## config.mk

```make
export PLATFORM = sky130hd
export DESIGN_NAME = spi_transaction_controller
export DESIGN_NICKNAME = d
export VERILOG_FILES = /design/src/rtl/spi_transaction_controller.sv
export SDC_FILE = /design/constraint.sdc
export NUM_CORES = 1
export LEC_CHECK = 0
export BUFFER_PORTS_ARGS = -buffer_cell sky130_fd_sc_hd__buf_2
export CAP_MARGIN = 40
export CORE_AREA = 2 2 39 41
export CTS_CLUSTER_SIZE = 40
export DETAILED_ROUTE_END_ITERATION = 10
export DIE_AREA = 0 0 41 43
export SETUP_SLACK_MARGIN = 0.15
export SYNTH_ARGS = -nofsm -noshare
export SYNTH_HDL_FRONTEND = slang
export SYNTH_SLANG_ARGS = --single-unit
```

## constraint.sdc

```tcl
create_clock -name clk -period 1.39 [get_ports clk]
set_input_delay 0.278 -clock clk [delete_from_list [all_inputs] [get_ports clk]]
set_output_delay 0.278 -clock clk [all_outputs]
set_load 0.02 [all_outputs]
```

## src/rtl/spi_transaction_controller.sv

```systemverilog
// Transaction sequencer for the SPI memory datapath: command byte, then one data byte in or out.
// Optional address-increment burst mode is enabled by defining SPI_BURST_EN.
module spi_transaction_controller #(
  parameter int ADDR_BITS = 7,
  parameter int DATA_BITS = 8,
  parameter int CNT_W     = 4
) (
  input  logic       clk,
  input  logic       reset,
  input  logic       cs_n,
  input  logic       pos_edge,
  input  logic       sr_rw_bit,
  output logic       addr_we,
  output logic       sr_load,
  output logic       dm_we,
  output logic       miso_oe,
  output logic       addr_inc,
  output logic       busy,
  output logic       protocol_err,
  output logic [2:0] state
);

`ifdef SPI_BURST_EN
  typedef enum logic [3:0] {
    IDLE       = 4'd0,
    GET_ADDR   = 4'd1,
    LATCH_ADDR = 4'd2,
    READ_LOAD  = 4'd3,
    READ_SHIFT = 4'd4,
    WRITE_GET  = 4'd5,
    WRITE_MEM  = 4'd6,
    DONE       = 4'd7,
    ADDR_INC   = 4'd8
  } state_t;
  localparam state_t AFTER_DATA = ADDR_INC;
`else
  typedef enum logic [2:0] {
    IDLE       = 3'd0,
    GET_ADDR   = 3'd1,
    LATCH_ADDR = 3'd2,
    READ_LOAD  = 3'd3,
    READ_SHIFT = 3'd4,
    WRITE_GET  = 3'd5,
    WRITE_MEM  = 3'd6,
    DONE       = 3'd7
  } state_t;
  localparam state_t AFTER_DATA = DONE;
`endif

  localparam logic [CNT_W-1:0] ADDR_LAST = CNT_W'(ADDR_BITS);
  localparam logic [CNT_W-1:0] DATA_LAST = CNT_W'(DATA_BITS - 1);

  state_t           state_q, state_d;
  logic [CNT_W-1:0] bit_cnt_q, bit_cnt_d;
  logic             err_q, err_d;
  logic             counting;
  logic             last_addr_edge;
  logic             last_data_edge;

  assign counting       = (state_q == GET_ADDR) || (state_q == READ_SHIFT) ||
                          (state_q == WRITE_GET);
  assign last_addr_edge = pos_edge && (bit_cnt_q == ADDR_LAST);
  assign last_data_edge = pos_edge && (bit_cnt_q == DATA_LAST);

`ifdef SPI_BURST_EN
  logic dir_q, dir_d;

  assign dir_d = (state_q == LATCH_ADDR) ? sr_rw_bit : dir_q;

  always_ff @(posedge clk or posedge reset) begin
    if (reset) begin
      dir_q <= 1'b0;
    end else begin
      dir_q <= dir_d;
    end
  end
`endif

  always_ff @(posedge clk or posedge reset) begin
    if (reset) begin
      state_q   <= IDLE;
      bit_cnt_q <= '0;
      err_q     <= 1'b0;
    end else begin
      state_q   <= state_d;
      bit_cnt_q <= bit_cnt_d;
      err_q     <= err_d;
    end
  end

  // cs_n high before the data phase has finished is an abort; it wins over any edge that cycle.
  always_comb begin
    state_d = state_q;
    err_d   = 1'b0;
    case (state_q)
      IDLE: begin
        if (!cs_n) state_d = GET_ADDR;
      end
      GET_ADDR: begin
        if (cs_n) begin
          state_d = IDLE;
          err_d   = 1'b1;
        end else if (last_addr_edge) begin
          state_d = LATCH_ADDR;
        end
      end
      LATCH_ADDR: begin
        if (cs_n) begin
          state_d = IDLE;
          err_d   = 1'b1;
        end else if (sr_rw_bit) begin
          state_d = READ_LOAD;
        end else begin
          state_d = WRITE_GET;
        end
      end
      READ_LOAD: begin
        if (cs_n) begin
          state_d = IDLE;
          err_d   = 1'b1;
        end else begin
          state_d = READ_SHIFT;
        end
      end
      READ_SHIFT: begin
        if (cs_n) begin
          state_d = IDLE;
          err_d   = 1'b1;
        end else if (last_data_edge) begin
          state_d = AFTER_DATA;
        end
      end
      WRITE_GET: begin
        if (cs_n) begin
          state_d = IDLE;
          err_d   = 1'b1;
        end else if (last_data_edge) begin
          state_d = WRITE_MEM;
        end
      end
      WRITE_MEM: begin
        state_d = cs_n ? IDLE : AFTER_DATA;
      end
      DONE: begin
        if (cs_n) state_d = IDLE;
      end
`ifdef SPI_BURST_EN
      ADDR_INC: begin
        if (cs_n) begin
          state_d = IDLE;
        end else if (dir_q) begin
          state_d = READ_LOAD;
        end else begin
          state_d = WRITE_GET;
        end
      end
`endif
      default: begin
        state_d = IDLE;
      end
    endcase
  end

  // Any state change restarts the bit count, so each counting state starts from zero.
  always_comb begin
    bit_cnt_d = bit_cnt_q;
    if (state_d != state_q) begin
      bit_cnt_d = '0;
    end else if (pos_edge && counting) begin
      bit_cnt_d = bit_cnt_q + CNT_W'(1);
    end
  end

  assign addr_we      = (state_q == LATCH_ADDR);
  assign sr_load      = (state_q == READ_LOAD);
  assign dm_we        = (state_q == WRITE_MEM);
  assign miso_oe      = (state_q == READ_SHIFT);
  assign busy         = (state_q != IDLE);
  assign protocol_err = err_q;
  assign state        = state_q[2:0];

`ifdef SPI_BURST_EN
  assign addr_inc = (state_q == ADDR_INC);
`else
  assign addr_inc = 1'b0;
`endif

endmodule

```

Yosys cells after proc, flatten, opt, wreduce, memory -nomap -nowiden

Index checks and enable logic that the tools add are counted.
W data, S select, Z words.

Flip-flop bits (word level): 8
Word-level logic and storage cells: 38

Add/sub/neg operators: 1
Eq/ne operators: 9
Multiplexer cells: 17
Reduce and logical (&&, ||, !) cells: 8

Operators with widths:

| operator              | number |
|---|---|
| $mux W3               | 12 |
| $pmux W3 S8           | 1 |
| $eq A3 B3 Y1 const B  | 4 |
| $mux W4               | 2 |
| $eq A3 B2 Y1 const B  | 2 |
| $reduce_or A5 Y1      | 1 |
| $add A4 B1 Y4 const B | 1 |
| $eq A4 B3 Y1 const B  | 1 |
| $eq A3 B1 Y1 const B  | 1 |
| $logic_not A3 Y1      | 1 |
| $ne A3 B3 Y1          | 1 |
| $reduce_bool A3 Y1    | 1 |
| $logic_and A1 B1 Y1   | 2 |
| $logic_or A1 B1 Y1    | 2 |
| $mux W1               | 2 |
| $reduce_bool A2 Y1    | 1 |

Logic depth before layout (Yosys ltp)

Depth in word-level cells: 7
Gate-level depth with buffers: 5
Mapped depth without buffers: 5

Worst setup path after synthesis

No wires, ideal clock.

Path kind: flip-flop to flip-flop
From: register state_q[1], in the netlist state[1]
To: register state_q[0], in the netlist state[0]
Arrival time: 1.412 ns
Data required time: 1.215 ns
Slack: -0.196 ns
Stages on the path, launching flop included: 4
Buffers on the path: 1
Cells stage by stage: dfrtp_1 buf_2 nor3b_1 a221oi_1

Cells in the longest elaborated chain, start to end: 2
Elaborated cells on any way between the ends: 9

Ends and longest elaborated chain:

| item                   | line | text |
|---|---|---|
| start, declared        | 53   | `state_t state_q, state_d;` |
| start signal, assigned | 85   | `state_q <= state_d;` |
| $eq A3 B3 Y1           | -    |  |
| named net miso_oe      | 16   | `output logic miso_oe,` |
| $pmux W3 S8            | 95   | `case (state_q)` |
| named net state_d[0]   | 53   |  |

The timed path passes the listed nets, and every way through them passes these cells.
A chain may end at the register's enable or synchronous reset.

Worst setup path in the final report

From: register state_q[2], in the netlist state[2]
To: output port busy

Cells in the longest elaborated chain, start to end: 1

Ends and longest elaborated chain:

| item               | line | text |
|---|---|---|
| $reduce_bool A3 Y1 | 178  | `assign busy = (state_q != IDLE);` |
| end, declared      | 18   | `output logic busy,` |

No other way between the ends.

==> impl_metrics.json <==
{
  "start_kind": "flop",
  "rsz0062_at_grt": "true",
  "yosys.area_share.simple_pct": 31.4,
  "drtAntennaViolNets": 0,
  "diodes": 0,
  "synth_cell_types": 28,
  "holdCritPathClass": "input pin to flop",
  "grt_pass1_wl_mm": 1.90,
  "p_sw_share_pct": 23.5,
  "p_int_w": 0.000400,
  "cp-endpoint": "busy",
  "synthMuxAreaShare_pct": 2.08,
  "drc": 0,
  "die_area_um2": 1760,
  "leakage_nw": 0.371,
  "met2_usage_pct": 25.3,
  "rr_startpoint": "bit_cnt_q[0]$_DFFE_PP0P_",
  "wl_per_cell_um": 13.1,
  "r2r_cells": 5,
  "criticalPathCategory": "flop to output port",
  "rows": 14,
  "status": "complete, but fails checks",
  "startpoint": "state[2]$_DFF_PP0_",
  "final_cell_mix": "9 x buf_6, 8 x buf_4, 6 x buf_2",
  "cp-end-kind": "output port",
  "maxCapViolations": 0,
  "met3_usage_pct": 2.09,
  "regToRegSetupSlack_ns": 0.05,
  "fp.dieW_um": 41,
  "failed_checks": "negative setup slack",
  "synth_top_family_by_area": "simple AND/OR/NAND/NOR gates",
  "place_hpwl_um": 700,
  "grt_busiest_layer": "met2",
  "ioPinCount": 15,
  "cts-buffers-inserted": 3,
  "setup_viol": 5,
  "finalNetCount": 84,
  "setup_ws_ns": -0.111,
  "grtUsageTotal_pct": 16.6,
  "syn-instance-count": 49,
  "synth-xor-area-share_pct": 5.45,
  "synth_area_um2": 482,
  "place_ws_ns": 0.0754,
  "p_sw_w": 0.000123,
  "clkPwrFrac_pct": 34.1,
  "r2r_end": "bit_cnt_q[2]$_DFFE_PP0P_",
  "antenna_found_initial": 0,
  "wirelength_mm": 1.21,
  "gr-usage-met1_pct": 19.7,
  "clock_sinks": 8,
  "synth_nets": 55,
  "ir_worst_vdd_v": 0.000368,
  "htree_levels": 1,
  "viasPerCell": 4.90,
  "first_pass_iters": 4,
  "initial_core_util_pct": 34.8,
  "place_area_um2": 584,
  "finalCriticalPeriod_ns": 1.50,
  "p_seq_share_pct": 47.1,
  "layout_worst_path_cycle_share_pct": 108,
  "synthAdderAreaFrac_pct": 2.60,
  "yosys_warnings": 0,
  "synth-compound-area-share_pct": 11.2,
  "vias": 456,
  "grt-ovfl-total": 0,
  "drt-initial-drc-count": 3,
  "cts_tree": "built",
  "grt_max_degree": 9,
  "port-buffer-count": 13,
  "stdcell_area_um2": 832,
  "grt_pass1_vias": 452,
  "drive_gt1_share_pct": 64.9,
  "critPathMaxFanout": 5,
  "final_common_cell": "buf_6",
  "yosys_register_bits": 8,
  "arrival_ns": 1.22,
  "core_area_um2": 1380,
  "power_density_nw_per_um2": 629,
  "drv_slew": 0,
  "yosysSeqAreaShare_pct": 41.6,
  "gp_congestion": 0.681,
  "p_comb_share_pct": 18.8,
  "clock.fmax_ghz": 0.666,
  "cts_max_path_buffers": 2,
  "clk_pin_slew_ns": 0.05,
  "clock_latency_ns": 0.25,
  "hold_violations": 0,
  "required_ns": 1.11,
  "fin_skew_ns": 0.00557,
  "area_growth_pct": 72.7,
  "avgSynthCellArea_um2": 9.83,
  "fp.dieH_um": 43,
  "cts_root_buffer": "clkbuf_4"
}
-- repair_timing --
item                                    4_1_cts  5_1_grt
pin swaps                                     4        3
hold endpoints to repair                      8        0
buffers inserted                              9        1
endpoints found under the setup margin       11       15
hold buffers                                  1        0
resized for setup                            25        9
-- synthesized netlist by cell type --
cell | count | area share [%]
dfrtp_1 | 8 | 42
nor2_1 | 6 | 4.7
inv_1 | 3 | 2.3
xnor2_1 | 3 | 5.5
a21oi_1 | 2 | 2.1
and3_1 | 2 | 2.6
nand2_1 | 2 | 1.6
nand2b_1 | 2 | 2.6
nand3_1 | 2 | 2.1
a221oi_1 | 1 | 1.8
and2_1 | 1 | 1.3
and4bb_2 | 1 | 2.6
buf_2 | 1 | 1.0
buf_4 | 1 | 1.6
conb_1 | 1 | 0.78
ha_1 | 1 | 2.6
mux2i_1 | 1 | 2.1
nand4b_1 | 1 | 1.8
nor2_2 | 1 | 1.3
nor2b_1 | 1 | 1.3
nor3b_1 | 1 | 1.6
nor3b_2 | 1 | 2.6
nor4b_2 | 1 | 3.1
o211ai_1 | 1 | 1.6
o21ai_0 | 1 | 1.0
o21ai_1 | 1 | 1.0
o22a_4 | 1 | 3.6
or3_4 | 1 | 2.3
-- worst max-delay path: stages (launching register included) --
cell and delay (ns):
dfrtp_2 0.44, or3_4 0.39, buf_6 0.14
-- stage by stage --
stage	total power (W)	instances	hold slack (ns)	util [%]	setup TNS (ns)
after floorplan	0.000292	49	0.0935	-	0
after global placement	0.000306	78	0.221	42.2	0
after detailed placement	0.000308	78	0.223	42.2	0
after CTS	0.000525	92	0.225	57.5	-0.379
after global routing	0.000551	93	0.250	60.1	-0.676
final	0.000523	93	0.252	60.1	-0.405
-- registers in the layout, summed over array words and instances, names as in the netlist --
register	flops
bit_cnt_q	4
state	3
protocol_err	1
-- worst min path at each step --
| stage | depth (start not counted) | from | slack [ns] | end |
|---|---|---|---|---|
| 6_report | 2 | cs_n | 0.25 | state[0]$_DFF_PP0_ |
| 5_1_grt | 2 | cs_n | 0.25 | state[0]$_DFF_PP0_ |
| 4_1_cts | 2 | cs_n | 0.23 | state[0]$_DFF_PP0_ |
| 3_5_place_dp | 2 | reset | 0.22 | protocol_err$_DFF_PP0_ |
| 3_3_place_gp | 2 | reset | 0.22 | protocol_err$_DFF_PP0_ |
| 2_1_floorplan | 1 | reset | 0.09 | bit_cnt_q[0]$_DFFE_PP0P_ |
-- cell type report --
class                           instances  area, um^2
Tap cell                               16        20.0
Sequential cell                         8         204
Fill cell                             110         552
Timing Repair Buffer                   26         241
Clock buffer                            4        26.3
Inverter                                3        23.8
Multi-Input combinational cell         36         317
-- power by group through the flow --
stage	Clock [W]	Sequential, W	Combinational, W
finish	0.000178	0.000247	0.0000983
global route	0.000197	0.000247	0.000107
CTS	0.000192	0.000246	0.0000878
detailed placement	0	0.000251	0.0000567
global placement	0	0.000250	0.0000560
floorplan	0	0.000254	0.0000377
-- routing by layer --
metal | wire length, um | part of all wire, %
met5 | 0 | 0
met4 | 9 | 0.74
met3 | 30 | 2.5
met2 | 700 | 58
met1 | 473 | 39
-- logic make-up (layout without fill, tap and decap cells) --
group / count (synthesis) / in the layout
xor+xnor: 3 / 3
flops: 8 / 8
compound gates: 7 / 7
simple gates: 23 / 23
other cells: 1 / 1
mux: 1 / 1
buf+inv: 5 / 33
fa+ha+maj: 1 / 1
Power figures use the tool's default switching activity.
